<file path="config.mk">
export PLATFORM = sky130hd
export DESIGN_NAME = tlb_refill_unit
export DESIGN_NICKNAME = d
export VERILOG_FILES = /design/src/rtl/tlb_refill_unit_pkg.sv /design/src/rtl/tlb_refill_unit_pte_decoder.sv /design/src/rtl/tlb_refill_unit.sv
export SDC_FILE = /design/constraint.sdc
export NUM_CORES = 1
export LEC_CHECK = 0
export BUFFER_PORTS_ARGS = -buffer_cell sky130_fd_sc_hd__buf_2
export CORE_MARGIN = 3
export CORE_UTILIZATION = 41
export CTS_CLUSTER_SIZE = 40
export DETAILED_ROUTE_END_ITERATION = 8
export PLACE_DENSITY = 0.71
export SYNTH_ARGS = -nofsm -noshare
export SYNTH_HDL_FRONTEND = slang
export SYNTH_SLANG_ARGS = --single-unit
</file>
<file path="constraint.sdc">
create_clock -name clk -period 3.22 [get_ports clk]
set_input_delay 0.644 -clock clk [delete_from_list [all_inputs] [get_ports clk]]
set_output_delay 0.644 -clock clk [all_outputs]
set_load 0.005 [all_outputs]
</file>
<file path="src/rtl/tlb_refill_unit_pkg.sv">
// Shared TLB refill definitions: page geometry macros, PTE field layout and walker state encodings.
`ifndef OFFSET
`define OFFSET 12
`endif
`ifndef PHYS_ADDR_SIZE
`define PHYS_ADDR_SIZE 20
`endif

package tlb_refill_unit_pkg;

   localparam int unsigned OFFSET         = `OFFSET;
   localparam int unsigned PHYS_ADDR_SIZE = `PHYS_ADDR_SIZE;
   localparam int unsigned VPN_W          = 32 - OFFSET;
   localparam int unsigned PPN_W          = PHYS_ADDR_SIZE - OFFSET;

   localparam int unsigned PTE_VALID_BIT  = 0;
   localparam int unsigned PTE_PPN_LSB    = OFFSET;

   localparam logic [2:0] ST_IDLE   = 3'd0;
   localparam logic [2:0] ST_REQ    = 3'd1;
   localparam logic [2:0] ST_WRITE  = 3'd2;
   localparam logic [2:0] ST_FAULT  = 3'd3;
   localparam logic [2:0] ST_SETTLE = 3'd4;

   // Payload presented on the TLB refill write port.
   typedef struct packed {
      logic [VPN_W-1:0] vpn;
      logic [VPN_W-1:0] ppn;
   } tlb_refill_t;

endpackage

</file>
<file path="src/rtl/tlb_refill_unit_pte_decoder.sv">
// Combinational PTE field extraction: valid flag and zero-extended physical page number.
module tlb_refill_unit_pte_decoder
   import tlb_refill_unit_pkg::*;
(
   input  logic [31:0]      i_pte,
   output logic             o_pte_valid,
   output logic [VPN_W-1:0] o_phys_page
);

   logic [PPN_W-1:0] w_ppn;
   logic             w_unused_bits;

   assign o_pte_valid   = i_pte[PTE_VALID_BIT];
   assign w_ppn         = i_pte[PTE_PPN_LSB +: PPN_W];
   assign o_phys_page   = VPN_W'(w_ppn);
   assign w_unused_bits = ^{i_pte[31:PHYS_ADDR_SIZE], i_pte[PTE_PPN_LSB-1:PTE_VALID_BIT+1]};

endmodule

</file>
<file path="src/rtl/tlb_refill_unit.sv">
// Single-level TLB miss handler: fetches one PTE, then refills the TLB or raises a page fault.
// Optional memory-wait timeout enabled by defining TLB_REFILL_TIMEOUT_EN.
module tlb_refill_unit
   import tlb_refill_unit_pkg::*;
#(
   parameter int unsigned PTE_BYTES      = 4,
   parameter int unsigned TIMEOUT_CYCLES = 64
) (
   input  logic             clk,
   input  logic             reset,
   input  logic             tlb_miss_i,
   input  logic [31:0]      miss_virtual_address_i,
   input  logic [31:0]      ptbr_i,
   output logic             mem_req_o,
   output logic [31:0]      mem_addr_o,
   input  logic             mem_ready_i,
   input  logic [31:0]      mem_data_i,
   output logic [VPN_W-1:0] w_virtual_page_o,
   output logic [VPN_W-1:0] w_phys_page_o,
   output logic             write_enable_o,
   output logic             stall_o,
   output logic             page_fault_o,
   output logic [VPN_W-1:0] fault_vpn_o
);

   logic [2:0]       r_state, w_state_nxt;
   logic [VPN_W-1:0] r_vpn, w_vpn_nxt;
   logic             r_mem_req, w_mem_req_nxt;
   logic [31:0]      r_mem_addr, w_mem_addr_nxt;
   logic             r_we, w_we_nxt;
   logic             r_pf, w_pf_nxt;
   tlb_refill_t      r_wr, w_wr_nxt;
   logic [VPN_W-1:0] r_fault_vpn, w_fault_vpn_nxt;

   logic             w_pte_valid;
   logic [VPN_W-1:0] w_ppn;
   logic [VPN_W-1:0] w_va_vpn;
   logic [31:0]      w_pte_addr;
   logic             w_unused_bits;

`ifdef TLB_REFILL_TIMEOUT_EN
   localparam int unsigned CNT_W = $clog2(TIMEOUT_CYCLES) + 1;
   logic [CNT_W-1:0] r_cnt, w_cnt_nxt;
`endif

   tlb_refill_unit_pte_decoder u_pte_decoder (
      .i_pte       (mem_data_i),
      .o_pte_valid (w_pte_valid),
      .o_phys_page (w_ppn)
   );

   assign w_va_vpn      = miss_virtual_address_i[31:OFFSET];
   assign w_pte_addr    = ptbr_i + 32'(w_va_vpn) * 32'(PTE_BYTES);
   assign w_unused_bits = ^{miss_virtual_address_i[OFFSET-1:0], 32'(TIMEOUT_CYCLES)};

   // Stall covers the miss cycle itself; the fault cycle releases the pipeline.
   assign stall_o = (r_state == ST_IDLE) ? tlb_miss_i : (r_state != ST_FAULT);

   assign mem_req_o        = r_mem_req;
   assign mem_addr_o       = r_mem_addr;
   assign write_enable_o   = r_we;
   assign page_fault_o     = r_pf;
   assign w_virtual_page_o = r_wr.vpn;
   assign w_phys_page_o    = r_wr.ppn;
   assign fault_vpn_o      = r_fault_vpn;

   always_comb begin
      w_state_nxt     = r_state;
      w_vpn_nxt       = r_vpn;
      w_mem_req_nxt   = 1'b0;
      w_mem_addr_nxt  = r_mem_addr;
      w_we_nxt        = 1'b0;
      w_pf_nxt        = 1'b0;
      w_wr_nxt        = r_wr;
      w_fault_vpn_nxt = r_fault_vpn;
`ifdef TLB_REFILL_TIMEOUT_EN
      w_cnt_nxt       = r_cnt;
`endif
      case (r_state)
         ST_IDLE: begin
            if (tlb_miss_i) begin
               w_vpn_nxt      = w_va_vpn;
               w_mem_addr_nxt = w_pte_addr;
               w_mem_req_nxt  = 1'b1;
               w_state_nxt    = ST_REQ;
`ifdef TLB_REFILL_TIMEOUT_EN
               w_cnt_nxt      = '0;
`endif
            end
         end
         ST_REQ: begin
            w_mem_req_nxt = 1'b1;
            if (mem_ready_i) begin
               w_mem_req_nxt = 1'b0;
               if (w_pte_valid) begin
                  w_we_nxt     = 1'b1;
                  w_wr_nxt.vpn = r_vpn;
                  w_wr_nxt.ppn = w_ppn;
                  w_state_nxt  = ST_WRITE;
               end else begin
                  w_pf_nxt        = 1'b1;
                  w_fault_vpn_nxt = r_vpn;
                  w_state_nxt     = ST_FAULT;
               end
            end
`ifdef TLB_REFILL_TIMEOUT_EN
            // A response arriving on the final wait cycle takes priority over the timeout.
            else if (r_cnt == CNT_W'(TIMEOUT_CYCLES - 1)) begin
               w_mem_req_nxt   = 1'b0;
               w_pf_nxt        = 1'b1;
               w_fault_vpn_nxt = r_vpn;
               w_state_nxt     = ST_FAULT;
            end else begin
               w_cnt_nxt = r_cnt + CNT_W'(1);
            end
`endif
         end
         ST_WRITE:  w_state_nxt = ST_SETTLE;
         ST_FAULT:  w_state_nxt = ST_IDLE;
         ST_SETTLE: w_state_nxt = ST_IDLE;
         default:   w_state_nxt = ST_IDLE;
      endcase
   end

   always_ff @(posedge clk or posedge reset) begin
      if (reset) begin
         r_state     <= ST_IDLE;
         r_vpn       <= '0;
         r_mem_req   <= 1'b0;
         r_mem_addr  <= '0;
         r_we        <= 1'b0;
         r_pf        <= 1'b0;
         r_wr        <= '0;
         r_fault_vpn <= '0;
`ifdef TLB_REFILL_TIMEOUT_EN
         r_cnt       <= '0;
`endif
      end else begin
         r_state     <= w_state_nxt;
         r_vpn       <= w_vpn_nxt;
         r_mem_req   <= w_mem_req_nxt;
         r_mem_addr  <= w_mem_addr_nxt;
         r_we        <= w_we_nxt;
         r_pf        <= w_pf_nxt;
         r_wr        <= w_wr_nxt;
         r_fault_vpn <= w_fault_vpn_nxt;
`ifdef TLB_REFILL_TIMEOUT_EN
         r_cnt       <= w_cnt_nxt;
`endif
      end
   end

endmodule

</file>
==> results of run 1 <==
## per-stage QoR
stage | area, µm² | hold WS, ns | worst slack (ns)
after global placement | 6132 | 0.4563 | 0.1748
final | 6405 | 0.4501 | 0.5096
after global routing | 6405 | 0.5041 | 0.3987
after floorplan | 5263 | 0.4464 | 0.4047
after detailed placement | 6132 | 0.4584 | 0.1547
after CTS | 6405 | 0.4676 | 0.5148
## critical path: stages
cell	delay, ns
buf_2	0.09
ha_1	0.17
inv_1	0.06
fa_1	0.39
nand2b_1	0.18
a21o_1	0.19
a31oi_2	0.17
a311o_2	0.24
a21bo_4	0.15
o2111ai_4	0.14
or4_1	0.49
nand3_1	0.09
## area by class of cell
class	count	area, µm²
Clock buffer	13	260.3
Fill cell	1130	5807
Inverter	11	45.04
Timing Repair Buffer	158	828.3
Sequential cell	106	2653
Multi-Input combinational cell	364	2396
Clock inverter	2	12.51
Tap cell	168	210.2
## power by group
| part | switching, mW | leakage, nW | internal, mW |
|---|---|---|---|
| sequential | 0.322 | 1.31 | 1.95 |
| combinational | 0.930 | 1.84 | 0.912 |
| clock | 0.476 | 0.132 | 0.562 |
| total | 1.73 | 3.29 | 3.42 |
## final timing paths
path / start / endpoint
worst min-delay path: reset / r_vpn[3]
worst max register to register: r_state[0] / mem_addr_o[28]
max in group asynchronous: reset / fault_vpn_o[13]
min in group clk: mem_addr_o[0] / mem_addr_o[0]
worst min register to register: mem_addr_o[0] / mem_addr_o[0]
worst max-delay path: miss_virtual_address_i[12] / mem_addr_o[30]
## layer usage
metal / up-vias / global-route usage / wire (µm)
li1: 2008 / - / -
met3: 26 / 0.03589 / 693
met5: - / 0 / 0
met1: 2008 / 0.2293 / 5475
met4: 0 / 0.09413 / 425
met2: 139 / 0.2948 / 6029
## logic make-up after synthesis
logic type | share of synthesized area
AO/OA/AOI/OAI | 0.1230
AND/OR/NAND/NOR | 0.1405
adder cells (fa/ha/maj) | 0.05180
XOR/XNOR | 0.03022
buffers and inverters | 0.04173
other | 0.0007187
flip-flops | 0.5084
multiplexers | 0.1036
## state kept, by name, summed over array words and instances (netlist names), 3 cells and up
signal	cells
mem_addr_o	32
fault_vpn_o	20
r_vpn	20
w_virtual_page_o	20
w_phys_page_o	8
r_state	3
## cell usage in the layout, fill, tap and decap left out, drive strengths merged, types with 2 or more instances in the layout
| master | n |
|---|---|
| clkinvlp | 2 |
| a21o | 9 |
| o31ai | 3 |
| a22oi | 2 |
| a21bo | 2 |
| nor2b | 6 |
| inv | 10 |
| nor2 | 20 |
| or3 | 2 |
| buf | 158 |
| xor2 | 10 |
| a311o | 2 |
| o21bai | 3 |
| a31oi | 6 |
| nor3b | 2 |
| and2 | 5 |
| nand2 | 106 |
| o21ai | 31 |
| o211ai | 4 |
| xnor2 | 8 |
| a21oi | 24 |
| nor3 | 5 |
| dfrtp | 106 |
| a41oi | 2 |
| nand3 | 7 |
| clkbuf | 13 |
| nand2b | 3 |
| and3 | 4 |
| ha | 20 |
| conb | 12 |
| mux2 | 48 |
==> results by group, run 1 <==
Floorplanning
  • DIE HEIGHT: roughly 120 µm
  • Die Wd: approximately 120 µm
  • Ports: between 150 and 200
  • Starting Density: 0.4273
  • Num rows: 40
  • Core area: 12210 µm²
  • Die area: 14110 µm²

Logic synthesis
  • Most frequent cells after synthesis: 106 x dfrtp_1, 106 x nand2_1, 32 x mux2_2
  • Post-synth EDFFs: 0
  • Synth async-reset ratio: 1.000
  • Synthesized area: 5218 µm²
  • Synth Register Bits: between 100 and 150
  • Share of the synthesized area in the top cell type: 0.5084
  • Area leader, netlist: dfrtp_1
  • Cells after Synth: roughly 500
  • Syn. warnings: 0
  • Avg Inst Size Synth: 10.35 µm²
  • Register area share after synthesis: 0.5084
  • Top FF cell, synth: dfrtp_1
  • Top cells by area, synth: dfrtp_1 51%, nand2_1 7.6%, mux2_2 6.9%
  • Library cells used by synthesis: 56

Clock tree
  • Skew-Pair Late Insertion Delay: between 0.3 and 0.4 ns
  • CTS tree: done
  • Htree depth: 3
  • Post-CTS setup buffer count: 0
  • CTS Buf Count: 9
  • Post-CTS sizing: 0
  • CTS max path bufs: 2
  • CTS Hold Bufs: 0
  • Sink Count: around 110
  • Clock transition at the registers of the reported paths: roughly 0.07 ns
  • CTS root buf: clkbuf_16

STA
  • Worst Clk Skew: ~0.0073 ns
  • Final Cycle Share: 0.8417
  • Total negative slack: 0 ns
  • Relative slew slack: 0.4576
  • Final Hold Fails: 0
  • Setup Viol. Count Final: 0
  • Actual slew at the worst max-slew pin: roughly 0.8 ns
  • Final Critical Period: ~2.7 ns
  • Final Max Slew Viols: 0
  • RSZ-0062 raised after global routing: no
  • Fmax: ~0.37 GHz

Cells and area
  • Antenna cells: 0
  • Fin util: 0.5245
  • Finished Layout Cells: just over 800
  • Final nets: 771
  • Layout area overhead: 22.76%
  • Layout cells sized above 1: 0.3242

Worst setup path
  • R2R cell count: 5
  • Maximum fanout along the worst path: 4
  • R2R Setup Slk: 1.20 ns
  • Setup crit start kind: input pin
  • Critical Path AT: 3.00 ns
  • CP Capture Type: register
  • Required @ worst endpoint: about 3.5 ns
  • Critical path type: in -> reg

Global route
  • Largest net degree at the start of global routing: 66
  • First-pass GRT wire length: 20520 µm
  • Grt ovf: 0
  • Vias in the first global route: approximately 4200
  • Initial antenna violation count: 0
  • Total track usage: 0.1814

Detailed routing
  • Via count: 4181
  • Routed wire per std cell: approximately 15 µm
  • WL final: roughly 13000 µm
  • DRC errors left: 0
  • DRT iter0 DRCs: 275
  • Post-DRT Antenna Nets: 0
  • Drt pass-1 iters: 4
  • Vias per cell: between 5 and 6

Pwr
  • Total power: between 5 and 6 mW
  • Max VDD drop: between 0.3 and 0.4 mV
  • Pleak: 3.285 nW
  • PD cells: 804.3 nW/µm²

Placed design
  • GP Congestion: 0.8521
  • DP Cell Count: approximately 810
  • DP HPWL: ~9500 µm
  • Port bufs: ~150

Job
  • Max-Cap Viols: 0

Run status
  • Outcome: complete, no violations

Hold path
  • Hold crit path type: in -> async
Power figures use the tool's default switching activity.
==> inputs of run 2 (changes only) <==
==> constraint.sdc (replaced) <==
create_clock -name clk -period 2.3 [get_ports clk]
set_input_delay 0.46 -clock clk [delete_from_list [all_inputs] [get_ports clk]]
set_output_delay 0.46 -clock clk [all_outputs]
set_load 0.005 [all_outputs]
==> run 2 against run 1 <==
Against the previous run:
- global-route usage grew 0.60 points
- register-to-register slack lost 0.75 ns
- first-iteration DRC count shrank 15%
- utilization grew 3.5 points
- sequential share of layout area shrank 2.6 points
- cell area grew 6.8%
- routed wire length grew 3.1%
- combinational power grew 49%
- clock-buffer cell count shrank 4
- clock skew is essentially flat
- largest cell class unchanged
- sequential power grew 40%
==> results by group, run 2 (synthesized netlist as in run 1, its figures left out) <==
STA
  • Final Critical Period: about 2.3 ns
  • Worst hold margin: approximately 0.26 ns
  • RSZ-0062 raised after global routing: yes
  • Final Cycle Share: 0.9902
  • Final Max Slew Viols: 0
  • Setup Viol. Count Final: 0
  • Final Hold Fails: 0
  • Relative slew slack: 0.6248
  • Actual slew at the worst max-slew pin: between 0.5 and 0.6 ns
  • Worst Clk Skew: around 0.0074 ns
  • Fmax: 0.4391 GHz

Detailed routing
  • Drt pass-1 iters: 5
  • Via count: ~4300
  • WL final: ~13000 µm
  • DRC errors left: 0
  • Routed wire per std cell: ~15 µm
  • Vias per cell: roughly 5.0
  • Post-DRT Antenna Nets: 0
  • DRT iter0 DRCs: 235

Worst setup path
  • Maximum fanout along the worst path: 4
  • CP Depth: 12
  • Setup crit start kind: input pin
  • Critical Path AT: around 2.6 ns
  • CP Capture Type: register
  • Worst path slowest cell: or4_1
  • Required @ worst endpoint: around 2.6 ns
  • Delay-heaviest family, CP: compound AO/OA/AOI/OAI gates
  • RR Endpoint: w_virtual_page_o[0]
  • RR Startpoint: r_state[1]
  • R2R Setup Slk: about 0.45 ns
  • Critical path type: in -> reg
  • Buf/Inv on CP: 2
  • R2R cell count: 6
  • Cells along the critical path: buf_8, ha_4, inv_2, fa_2, nand2b_4, a21o_1, a31oi_2, a311o_2, a21bo_4, o2111ai_4, or4_1, nand3_1
  • Max incr delay on CP: about 0.48 ns

Global route
  • Met1 track demand over resource: 0.2317
  • Most Crowded Layer GR: met2
  • Total track usage: 0.1874
  • Grt ovf: 0
  • Largest net degree at the start of global routing: approximately 110
  • First-pass GRT wire length: approximately 21000 µm
  • Met3 layer usage reported by global route: 0.03110
  • Vias in the first global route: between 4000 and 5000
  • Initial antenna violation count: 0
  • Met2 Use GR: 0.3240

Clock tree
  • Htree depth: 3
  • Skew-Pair Late Insertion Delay: about 0.35 ns
  • CTS tree: done
  • Sink Count: 106
  • CTS Buf Count: 9
  • CTS max path bufs: 2
  • Clock transition at the registers of the reported paths: approximately 0.070 ns
  • CTS root buf: clkbuf_16

Placed design
  • DP HPWL: between 9000 and 10000 µm
  • DP Cell Count: about 840
  • GP Congestion: 0.8523
  • Port bufs: about 150

Floorplanning
  • Core area: between 10000 and 15000 µm²
  • DIE HEIGHT: 118.8 µm
  • Ports: between 150 and 200
  • Die Wd: between 100 and 150 µm
  • Starting Density: 0.4273
  • Num rows: 40
  • Die area: about 14000 µm²

Pwr
  • Pleak: 3.502 nW
  • Total power: between 7 and 8 mW
  • PD cells: between 1000 and 1500 nW/µm²
  • Max VDD drop: roughly 0.45 mV

Cells and area
  • Fillcell total: about 1100
  • Max FFs per register: 32
  • Layout area overhead: 31.06%
  • Most frequent cells in the layout: 146 x buf_2, 106 x dfrtp_1, 105 x nand2_1
  • Layout cells sized above 1: 0.3885
  • Finished Layout Cells: between 800 and 900
  • Antenna cells: 0
  • Area occupied by multi-input gates: around 2500 µm²
  • Fin util: 0.5599
  • Commonest non-fill, non-tap cell in the layout: buf_2
  • Area occupied by registers: 2653 µm²
  • Final nets: 811

Job
  • Max-Cap Viols: 0

Hold path
  • Hold crit path type: in -> async

Run status
  • Outcome: complete, no violations
-- run 2: changes by cell type in the layout (fill, tap and decap cells not counted), moves of 2 or more --
cell / before / now
clkbuf_1: 2 / 0
ha_4: 0 / 2
buf_4: 9 / 47
inv_6: 0 / 2
clkinvlp_4: 2 / 4
buf_2: 148 / 146
clkbuf_8: 2 / 0
a21oi_2: 0 / 3
buf_6: 0 / 2
ha_1: 20 / 18
a21oi_1: 24 / 21
-- run 2: where the power goes --
group / switching (mW) / internal, mW
Sequential: 0.456 / 2.73
Clock: 0.723 / 0.742
Combinational: 1.36 / 1.38
Total: 2.54 / 4.85
-- run 2: tightest hold or removal path, delay by kind of cell --
family | cells | cell delay [ns]
buf+inv | 3 | 0.60
-- run 2: what timing repair did --
| item | CTS | global route |
|---|---|---|
| hold buffers | 0 | 0 |
| endpoints found under the hold margin | 0 | 0 |
| pin swaps | 2 | 5 |
| gates cloned | 0 | 0 |
| resized for setup | 3 | 12 |
| buffers inserted | 1 | 3 |
| endpoints found under the setup margin | 5 | 12 |
-- run 2: cell type report --
cell class	count	area share
sequential	106	0.3879
multi-input combinational	364	0.3641
timing repair buffer	198	0.1698
clock buffer	9	0.03294
tap	168	0.03074
clock inverter	7	0.007868
inverter	11	0.006587
-- run 2: worst max-delay path by stage --
| stage | start | slack [ns] | endpoint |
|---|---|---|---|
| after floorplan | miss_virtual_address_i[12] | -0.27 | mem_addr_o[30] |
| after global placement | miss_virtual_address_i[12] | -0.43 | mem_addr_o[30] |
| after detailed placement | miss_virtual_address_i[12] | -0.46 | mem_addr_o[30] |
| after CTS | ptbr_i[2] | 0.006 | mem_addr_o[30] |
| after global routing | miss_virtual_address_i[12] | -0.09 | mem_addr_o[30] |
| final | miss_virtual_address_i[12] | 0.02 | mem_addr_o[30] |
-- run 2: routing by layer --
layer	vias to the layer above	share of wire
met1	2052	0.43
met2	122	0.51
met5	-	0
li1	2091	-
met4	0	0.014
met3	14	0.051
-- run 2: per-stage QoR --
step | setup TNS (ns) | setup WS, ns | area [µm²]
floorplan | -0.6423 | -0.2679 | 5305
global placement | -5.318 | -0.4284 | 6457
detailed placement | -5.671 | -0.4638 | 6457
CTS | 0 | 0.006039 | 6759
global route | -0.1709 | -0.08674 | 6838
finish | 0 | 0.02250 | 6838
